### src/rtl/sha_msg_pad.sv
// sha_msg_pad: streams a big-endian 32-bit word message into 16-word SHA-256
// blocks, appending the 0x80 marker, zero fill and 64-bit bit length, and
// pausing after each block until the core reports completion.
module sha_msg_pad #(
  parameter int LEN_W = 32
) (
  input  logic        CLK_I,
  input  logic        RST_I,
  input  logic        start,
  input  logic        s_vld,
  input  logic [31:0] s_data,
  input  logic        s_last,
  input  logic [2:0]  s_bytes,
  output logic        s_rdy,
  output logic        sha_init,
  output logic        sha_vld,
  output logic [31:0] sha_din,
  input  logic        sha_done,
  output logic        busy
);

  typedef enum logic [2:0] {
    IDLE = 3'd0,
    DATA = 3'd1,
    MARK = 3'd2,
    ZERO = 3'd3,
    LEN  = 3'd4,
    WAIT = 3'd5
  } state_t;

  state_t           state;
  state_t           ret_state;
  logic [4:0]       widx;
  logic [LEN_W-1:0] byte_cnt;
  logic             final_blk;

  logic [2:0]       eff_bytes;
  logic [31:0]      keep_mask;
  logic [31:0]      marker;
  logic [31:0]      last_word;
  logic [4:0]       nidx;
  logic             xfer;
  logic [63:0]      bit_len;

  // After a padding word lands at index nidx-1, pick where the block goes next:
  // a full block waits for the core, index 14 starts the length, else keep zeroing.
  function automatic state_t pad_state(input logic [4:0] n);
    if (n == 5'd16)
      return WAIT;
    else if (n == 5'd14)
      return LEN;
    else
      return ZERO;
  endfunction

  // Decode the final-word byte count into a keep mask and marker position.
  always_comb begin
    eff_bytes = (s_bytes > 3'd4) ? 3'd4 : s_bytes;
    keep_mask = 32'hFFFF_FFFF;
    marker    = 32'h0000_0000;
    case (eff_bytes)
      3'd0: begin keep_mask = 32'h0000_0000; marker = 32'h8000_0000; end
      3'd1: begin keep_mask = 32'hFF00_0000; marker = 32'h0080_0000; end
      3'd2: begin keep_mask = 32'hFFFF_0000; marker = 32'h0000_8000; end
      3'd3: begin keep_mask = 32'hFFFF_FF00; marker = 32'h0000_0080; end
      default: begin keep_mask = 32'hFFFF_FFFF; marker = 32'h0000_0000; end
    endcase
    last_word = (s_data & keep_mask) | marker;
    nidx      = widx + 5'd1;
    xfer      = s_vld & s_rdy & (state == DATA);
  end

  // Message bit length: byte count times eight, zero-extended to 64 bits.
  assign bit_len = {{(64 - LEN_W){1'b0}}, byte_cnt} << 3;

  // Padding FSM with all handshake and core-facing outputs registered.
  always_ff @(posedge CLK_I or posedge RST_I) begin
    if (RST_I) begin
      state     <= IDLE;
      ret_state <= IDLE;
      widx      <= 5'd0;
      byte_cnt  <= '0;
      final_blk <= 1'b0;
      s_rdy     <= 1'b0;
      sha_init  <= 1'b0;
      sha_vld   <= 1'b0;
      sha_din   <= 32'h0;
      busy      <= 1'b0;
    end else if (start) begin
      state     <= DATA;
      ret_state <= DATA;
      widx      <= 5'd0;
      byte_cnt  <= '0;
      final_blk <= 1'b0;
      s_rdy     <= 1'b1;
      sha_init  <= 1'b1;
      sha_vld   <= 1'b0;
      sha_din   <= 32'h0;
      busy      <= 1'b1;
    end else begin
      sha_init <= 1'b0;
      sha_vld  <= 1'b0;
      case (state)
        IDLE: begin
          s_rdy <= 1'b0;
        end
        DATA: begin
          if (xfer) begin
            sha_vld <= 1'b1;
            widx    <= (nidx == 5'd16) ? 5'd0 : nidx;
            if (!s_last) begin
              sha_din  <= s_data;
              byte_cnt <= byte_cnt + LEN_W'(4);
              if (nidx == 5'd16) begin
                state     <= WAIT;
                ret_state <= DATA;
                s_rdy     <= 1'b0;
              end
            end else begin
              byte_cnt <= byte_cnt + LEN_W'(eff_bytes);
              s_rdy    <= 1'b0;
              if (eff_bytes == 3'd4) begin
                sha_din <= s_data;
                if (nidx == 5'd16) begin
                  state     <= WAIT;
                  ret_state <= MARK;
                end else begin
                  state <= MARK;
                end
              end else begin
                sha_din   <= last_word;
                state     <= pad_state(nidx);
                ret_state <= ZERO;
              end
            end
          end
        end
        MARK: begin
          sha_vld   <= 1'b1;
          sha_din   <= 32'h8000_0000;
          widx      <= (nidx == 5'd16) ? 5'd0 : nidx;
          state     <= pad_state(nidx);
          ret_state <= ZERO;
        end
        ZERO: begin
          sha_vld   <= 1'b1;
          sha_din   <= 32'h0000_0000;
          widx      <= (nidx == 5'd16) ? 5'd0 : nidx;
          state     <= pad_state(nidx);
          ret_state <= ZERO;
        end
        LEN: begin
          sha_vld <= 1'b1;
          if (widx == 5'd14) begin
            sha_din <= bit_len[63:32];
            widx    <= 5'd15;
          end else begin
            sha_din   <= bit_len[31:0];
            widx      <= 5'd0;
            state     <= WAIT;
            final_blk <= 1'b1;
          end
        end
        WAIT: begin
          if (sha_done) begin
            if (final_blk) begin
              state     <= IDLE;
              final_blk <= 1'b0;
              busy      <= 1'b0;
              s_rdy     <= 1'b0;
            end else begin
              state <= ret_state;
              s_rdy <= (ret_state == DATA);
            end
          end
        end
        default: begin
          state <= IDLE;
          s_rdy <= 1'b0;
          busy  <= 1'b0;
        end
      endcase
    end
  end

endmodule
### config.mk
export PLATFORM = sky130hd
export DESIGN_NAME = sha_msg_pad
export DESIGN_NICKNAME = d
export VERILOG_FILES = /design/src/rtl/sha_msg_pad.sv
export SDC_FILE = /design/constraint.sdc
export NUM_CORES = 1
export LEC_CHECK = 0
export BUFFER_PORTS_ARGS = -buffer_cell sky130_fd_sc_hd__buf_2
export CAP_MARGIN = 40
export CORE_ASPECT_RATIO = 0.5
export CORE_MARGIN = 2
export CORE_UTILIZATION = 55
export CTS_CLUSTER_DIAMETER = 150
export CTS_CLUSTER_SIZE = 24
export DETAILED_ROUTE_END_ITERATION = 6
export PLACE_DENSITY = 0.8
export SKIP_LAST_GASP = 1
export SYNTH_ARGS = -nofsm -noshare
export SYNTH_HDL_FRONTEND = slang
export SYNTH_SLANG_ARGS = --single-unit
### constraint.sdc
create_clock -name CLK_I -period 4.8 [get_ports CLK_I]
set_input_delay 0.72 -clock CLK_I [delete_from_list [all_inputs] [get_ports CLK_I]]
set_output_delay 0.72 -clock CLK_I [all_outputs]
set_load 0.005 [all_outputs]
==> run_results.csv, run 1 <==
group,metric,value,unit
run,drv_cap,0,
global_route,grt_antenna_before_repair,0,
route,vias,3877,
synth,synth_area_leader_cell,"dfrtp_1",
synth,async_flop_share,1.00,
clock_tree,hold_buffers,0,
outcome,status,"finished, final reports clean",
global_route,grt_pass1_wl,17.2,mm
route,ant_nets,0,
synth,synth_flop_cell,"dfrtp_1",
floorplanning,fp-row-count,23,
clock_tree,cts_tree,"done",
synth,yosysSeqAreaShare,0.448,
placement,dpl_cell_area,4870,um2
synth,synth_edf_count,0,
setup_path,reg2reg_slack,2.13,ns
sta,setup_ws,1.98,ns
synth,ys_top_cells_by_area,"dfrtp_1, a21oi_1, o31ai_1, nand2_1, nor2_1",
synth,synth_fa_ha_area_frac,0.0272,
floorplanning,core_region_area,7890,um2
cells_and_area,antennaDiodeCount,0,
synth,syn_nets,548,
cells_and_area,final_area,5130,um2
synth,synth_compound_area_frac,0.231,
sta,setup_tns,0,ns
clock_tree,cts_post_setup_buffers_inserted,0,
route,firstDrtPassIters,5,
sta,fin_worst_skew,0.00771,ns
route,routed_via_density,5.76,
floorplanning,initial_core_util,0.560,
sta,rsz0062_at_grt,"false",
sta,hold_viol,0,
clock_tree,path_clk_slew,0.06,ns
floorplanning,ios,77,
sta,setup_violations,0,
sta,fmax,355,MHz
synth,synth_mux_area_frac,0.00453,
cells_and_area,final_layout_size_suffix_gt1_frac,0.187,
placement,portBuffers,76,
pwr,p_per_area,442,nW/um2
synth,synthTopCellsByCount,"dfrtp_1, a21oi_1, nand2_1",
floorplanning,die_w,131,um
route,drc,0,
global_route,grt_max_degree,65,
setup_path,slowest_delay,0.62,ns
sta,fin_crit,2.82,ns
floorplanning,dieArea,8800,um2
placement,gp_congestion,0.873,
route,wl_per_cell,15.3,um
synth,synth.top_cell.area_share,0.448,
clock_tree,clockRootBuffer,"clkbuf_16",
pwr,peakVddDrop,0.227,mV
clock_tree,clk_latency,0.35,ns
placement,pre_cts_ws,1.72,ns
setup_path,cpMostUsedCell,"nor2b_1",
route,drt-initial-drc-count,388,
setup_path,r2r_start,"state[1]",
clock_tree,cts_sinks,79,
sta,slew_headroom,0.459,
synth,synthesis.area,4420,um2
synth,yosysUniqueCellTypes,57,
setup_path,critPathMaxFanout,7,
pwr,leakage,2.29,nW
setup_path,start_kind,"primary input",
clock_tree,cts_resized,0,
synth,avgSynthCellArea,8.87,um2
sta,min_period_over_period,0.587,
synth,synth_top_family_by_area,"compound AO/OA/AOI/OAI gates",
setup_path,critPathTopFamily,"compound AO/OA/AOI/OAI gates",
setup_path,required,5.01,ns
cells_and_area,nNetsFinal,609,
global_route,grt_overflow,0,
setup_path,reg2reg_to,"sha_din[28]",
floorplanning,die_h,67.4,um
setup_path,criticalPathCategory,"in -> reg",
synth,ys.warnings.count,0,
synth,synth-simple-area-share,0.193,
synth,yosysMostFrequentCell,"dfrtp_1",
synth,syn_inst,498,
setup_path,crit_path_end_kind,"register",
setup_path,crit_slowest_cell,"a2111oi_4",
route,wirelength,10.3,mm
setup_path,crit_chain,"buf_2 > nor2b_1 > ha_1 > inv_1 > fa_1 > nor2b_1 > o211ai_1 > a2111oi_4 > nand2_1 > xor2_1 > nor2_1",
clock_tree,numCtsBuffers,9,
setup_path,critPathBufInv,2,
clock_tree,htreeDepth,3,
placement,dp_hpwl,7.16,mm
global_route,grt_util_all_layers,0.255,
cells_and_area,instances_no_fill,673,
clock_tree,clockBufferDepth,2,
cells_and_area,syn_to_final_growth,16.1,%
setup_path,reg2reg_depth,6,
global_route,grt_pass1_vias,3637,
sta,max_slew.worst_pin.slew,0.811,ns
placement,place_inst,660,
sta,final-max-slew-violation-count,0,
setup_path,arrival,3.03,ns
hold_path,min_path_type,"in -> async",
synth,ys_seq_elements,79,
synth,synth_xor_area_frac,0.0496,
## registers in the layout (all words and copies together) (netlist names)
signal / flops
sha_din: 32
s_rdy: 1
sha_vld: 1
busy: 1
sha_init: 1
state: 3
byte_cnt: 32
ret_state: 2
widx: 5
final_blk: 1
## layout by cell type (no fill, tap or decap), types with 11 or more instances in the layout
master	instances
o31ai_1	29
nand3_1	13
o21ai_0	16
nor2_1	45
and3_1	11
nand2_1	51
xnor2_1	17
a21oi_1	71
dfrtp_1	79
buf_2	76
inv_1	19
## report_power, final
group | total (W) | leakage, nW | switching [W] | internal, W
registers | 0.000922 | 1.05 | 0.000125 | 0.000797
clock network | 0.000611 | 0.127 | 0.000257 | 0.000354
logic | 0.000732 | 1.11 | 0.000422 | 0.000310
## logic make-up after synthesis
kind of cell,count (synthesis)
fa+ha+maj,9
mux,2
simple gates,173
buf+inv,52
flops,79
xor+xnor,25
compound gates,158
## routing by layer
layer | part of all wire | vias to the layer above | track usage | routed length, um
met2 | 0.47 | 90 | 0.404 | 4840
met1 | 0.47 | 1868 | 0.343 | 4850
met3 | 0.051 | 12 | 0.0777 | 529
met5 | 0 | - | 0 | 0
li1 | - | 1907 | - | -
met4 | 0.010 | 0 | 0.0718 | 105
## worst max path at each step
stage | startpoint | endpoint | slack (ns) | cells after the start
2_1_floorplan | RST_I | busy | 2.06 | 1
3_3_place_gp | s_bytes[0] | byte_cnt[26] | 1.79 | 11
3_5_place_dp | s_bytes[2] | byte_cnt[26] | 1.72 | 11
4_1_cts | s_bytes[2] | byte_cnt[26] | 2.03 | 11
5_1_grt | s_bytes[2] | byte_cnt[26] | 1.80 | 11
6_report | s_bytes[2] | byte_cnt[28] | 1.98 | 11
## through the flow
| step | hold slack [ns] | utilization | power [W] |
|---|---|---|---|
| 2_1_floorplan | 0.473 | - | 0.00141 |
| 3_3_place_gp | 0.457 | 0.613 | 0.00163 |
| 3_5_place_dp | 0.460 | 0.618 | 0.00166 |
| 4_1_cts | 0.304 | 0.650 | 0.00227 |
| 5_1_grt | 0.322 | 0.650 | 0.00242 |
| 6_report | 0.303 | 0.650 | 0.00227 |
## worst reg2reg max path: stages (launching register included)
cell and delay [ns]:
dfrtp_1 0.59, nand2b_1 0.25, nor2_1 0.13, nor2_1 0.32
o21a_2 0.68, buf_4 0.43, o21ai_0 0.15
## cell type report
cell class	instances	area, um2
Clock buffer	11	243
Clock inverter	2	10.0
Fill cell	688	2760
Inverter	20	76.3
Multi-Input combinational cell	367	2230
Sequential cell	79	1980
Tap cell	112	140
Timing Repair Buffer	82	448
No activity file was read; power rests on OpenSTA's default activity.
==> inputs of run 2 (changes only) <==
--- a/config.mk
+++ b/config.mk
@@ -9,11 +9,11 @@
 export CAP_MARGIN = 40
 export CORE_ASPECT_RATIO = 0.5
 export CORE_MARGIN = 2
-export CORE_UTILIZATION = 55
+export CORE_UTILIZATION = 51
 export CTS_CLUSTER_DIAMETER = 150
 export CTS_CLUSTER_SIZE = 24
 export DETAILED_ROUTE_END_ITERATION = 6
-export PLACE_DENSITY = 0.8
+export PLACE_DENSITY = 0.78
 export SKIP_LAST_GASP = 1
 export SYNTH_ARGS = -nofsm -noshare
 export SYNTH_HDL_FRONTEND = slang
==> constraint.sdc (replaced) <==
create_clock -name CLK_I -period 2.5 [get_ports CLK_I]
set_input_delay 0.375 -clock CLK_I [delete_from_list [all_inputs] [get_ports CLK_I]]
set_output_delay 0.375 -clock CLK_I [all_outputs]
set_load 0.005 [all_outputs]
==> run_results.csv, run 2 (synthesized netlist as in run 1, its figures left out) <==
group,metric,value,unit
cells_and_area,antennaDiodeCount,0,
sta,max_slew.worst_pin.slew,0.624,ns
pwr,p_per_area,859,nW/um2
route,wirelength,11.3,mm
cells_and_area,final_area,5360,um2
floorplanning,die_h,69.8,um
sta,min_period_over_period,0.961,
clock_tree,cts_tree,"done",
sta,setup_violations,0,
clock_tree,cts_sinks,79,
cells_and_area,syn_to_final_growth,21.3,%
cells_and_area,top_regs,"byte_cnt (32), sha_din (32), widx (5)",
setup_path,arrival,2.62,ns
route,vias,4024,
hold_path,min_path_type,"in -> async",
pwr,leakage,2.41,nW
route,ant_nets,0,
cells_and_area,final_layout_size_suffix_gt1_frac,0.223,
cells_and_area,seq_area,1980,um2
setup_path,critPathMaxFanout,3,
clock_tree,clk_latency,0.34,ns
setup_path,r2r_start,"byte_cnt[0]",
placement,dp_hpwl,7.79,mm
global_route,grt_overflow,0,
route,routed_via_density,5.79,
sta,rsz0062_at_grt,"true",
route,firstDrtPassIters,6,
sta,final-max-slew-violation-count,0,
sta,slew_headroom,0.582,
setup_path,reg2reg_depth,11,
floorplanning,die_w,136,um
setup_path,criticalPathCategory,"reg -> reg",
route,drc,0,
placement,dpl_cell_area,5030,um2
sta,hold_viol,0,
run,drv_cap,0,
cells_and_area,multiInputGateArea,2260,um2
floorplanning,ios,77,
clock_tree,clockRootBuffer,"clkbuf_16",
placement,gp_congestion,0.928,
route,wl_per_cell,16.3,um
sta,fin_worst_skew,0.00825,ns
placement,place_inst,680,
setup_path,reg2reg_slack,0.1,ns
setup_path,crit_path_end_kind,"register",
global_route,grt_pass1_wl,18.7,mm
global_route,grt_antenna_before_repair,0,
global_route,grt_util_all_layers,0.247,
clock_tree,htreeDepth,3,
floorplanning,core_region_area,8200,um2
global_route,grt_max_degree,36,
floorplanning,fp-row-count,23,
sta,hold_ws,0.0628,ns
outcome,status,"finished, final reports clean",
sta,fmax,416,MHz
sta,fin_crit,2.40,ns
clock_tree,clockBufferDepth,2,
floorplanning,dieArea,9460,um2
cells_and_area,final_common_cell,"dfrtp_1",
cells_and_area,final_util,0.653,
clock_tree,path_clk_slew,0.06,ns
cells_and_area,final_cell_mix,"dfrtp_1, buf_2, a21oi_1, nand2_1, nor2_1",
setup_path,required,2.72,ns
pwr,peakVddDrop,0.368,mV
floorplanning,initial_core_util,0.538,
cells_and_area,nNetsFinal,629,
cells_and_area,fillers,667,
clock_tree,numCtsBuffers,9,
sta,setup_tns,0,ns
setup_path,startpoint,"byte_cnt[0]",
route,drt-initial-drc-count,265,
global_route,grt_pass1_vias,3784,
placement,portBuffers,76,
cells_and_area,instances_no_fill,695,
setup_path,start_kind,"register",
run 2: final cells by class:
cell class | count | area share
Clock buffer | 12 | 0.0479
Clock inverter | 3 | 0.00794
Inverter | 20 | 0.0142
Multi-Input combinational cell | 367 | 0.421
Sequential cell | 79 | 0.369
Tap cell | 112 | 0.0262
Timing Repair Buffer | 102 | 0.114
run 2: power breakdown:
part	switching, W	leakage, nW	internal, W	total (W)
Combinational	0.000891	1.21	0.000651	0.00154
Sequential	0.000195	1.05	0.00153	0.00173
Clock	0.000513	0.145	0.000821	0.00133
run 2: timing repair:
| action | in CTS | in global routing |
|---|---|---|
| buffers inserted | 0 | 0 |
| endpoints found under the setup margin | 0 | 7 |
| hold buffers | 0 | 0 |
| gates resized for setup | 0 | 4 |
run 2: layer usage:
layer | vias to the layer above | global-route usage | routed length, um
li1 | 1935 | - | -
met1 | 1991 | 0.346 | 5360
met2 | 92 | 0.393 | 5330
met3 | 6 | 0.0563 | 555
met4 | 0 | 0.0579 | 55
met5 | - | 0 | 0
run 2: critical path, stage by stage (launching register included):
cell and delay [ns]:
dfrtp_1 0.37, ha_2 0.18, inv_1 0.05, fa_2 0.34
nor2b_1 0.12, o211ai_1 0.28, buf_4 0.25, a211oi_2 0.24
buf_4 0.16, nand3_1 0.08, xor2_1 0.15, nor2_1 0.05
run 2: path summary, 6_finish.rpt:
check | to
worst min register to register | sha_din[6]
max in group asynchronous | sha_din[6]
worst min-delay path | sha_din[7]
worst max-delay path | byte_cnt[18]
worst max register to register | byte_cnt[18]
min in group CLK_I | widx[2]
run 2: stage by stage:
step                power (W)  setup WS (ns)
global route          0.00490        -0.0423
global placement      0.00321        -0.0913
finish                0.00460         0.0978
CTS                   0.00460         0.0935
detailed placement    0.00326         -0.147
floorplan             0.00272          0.102
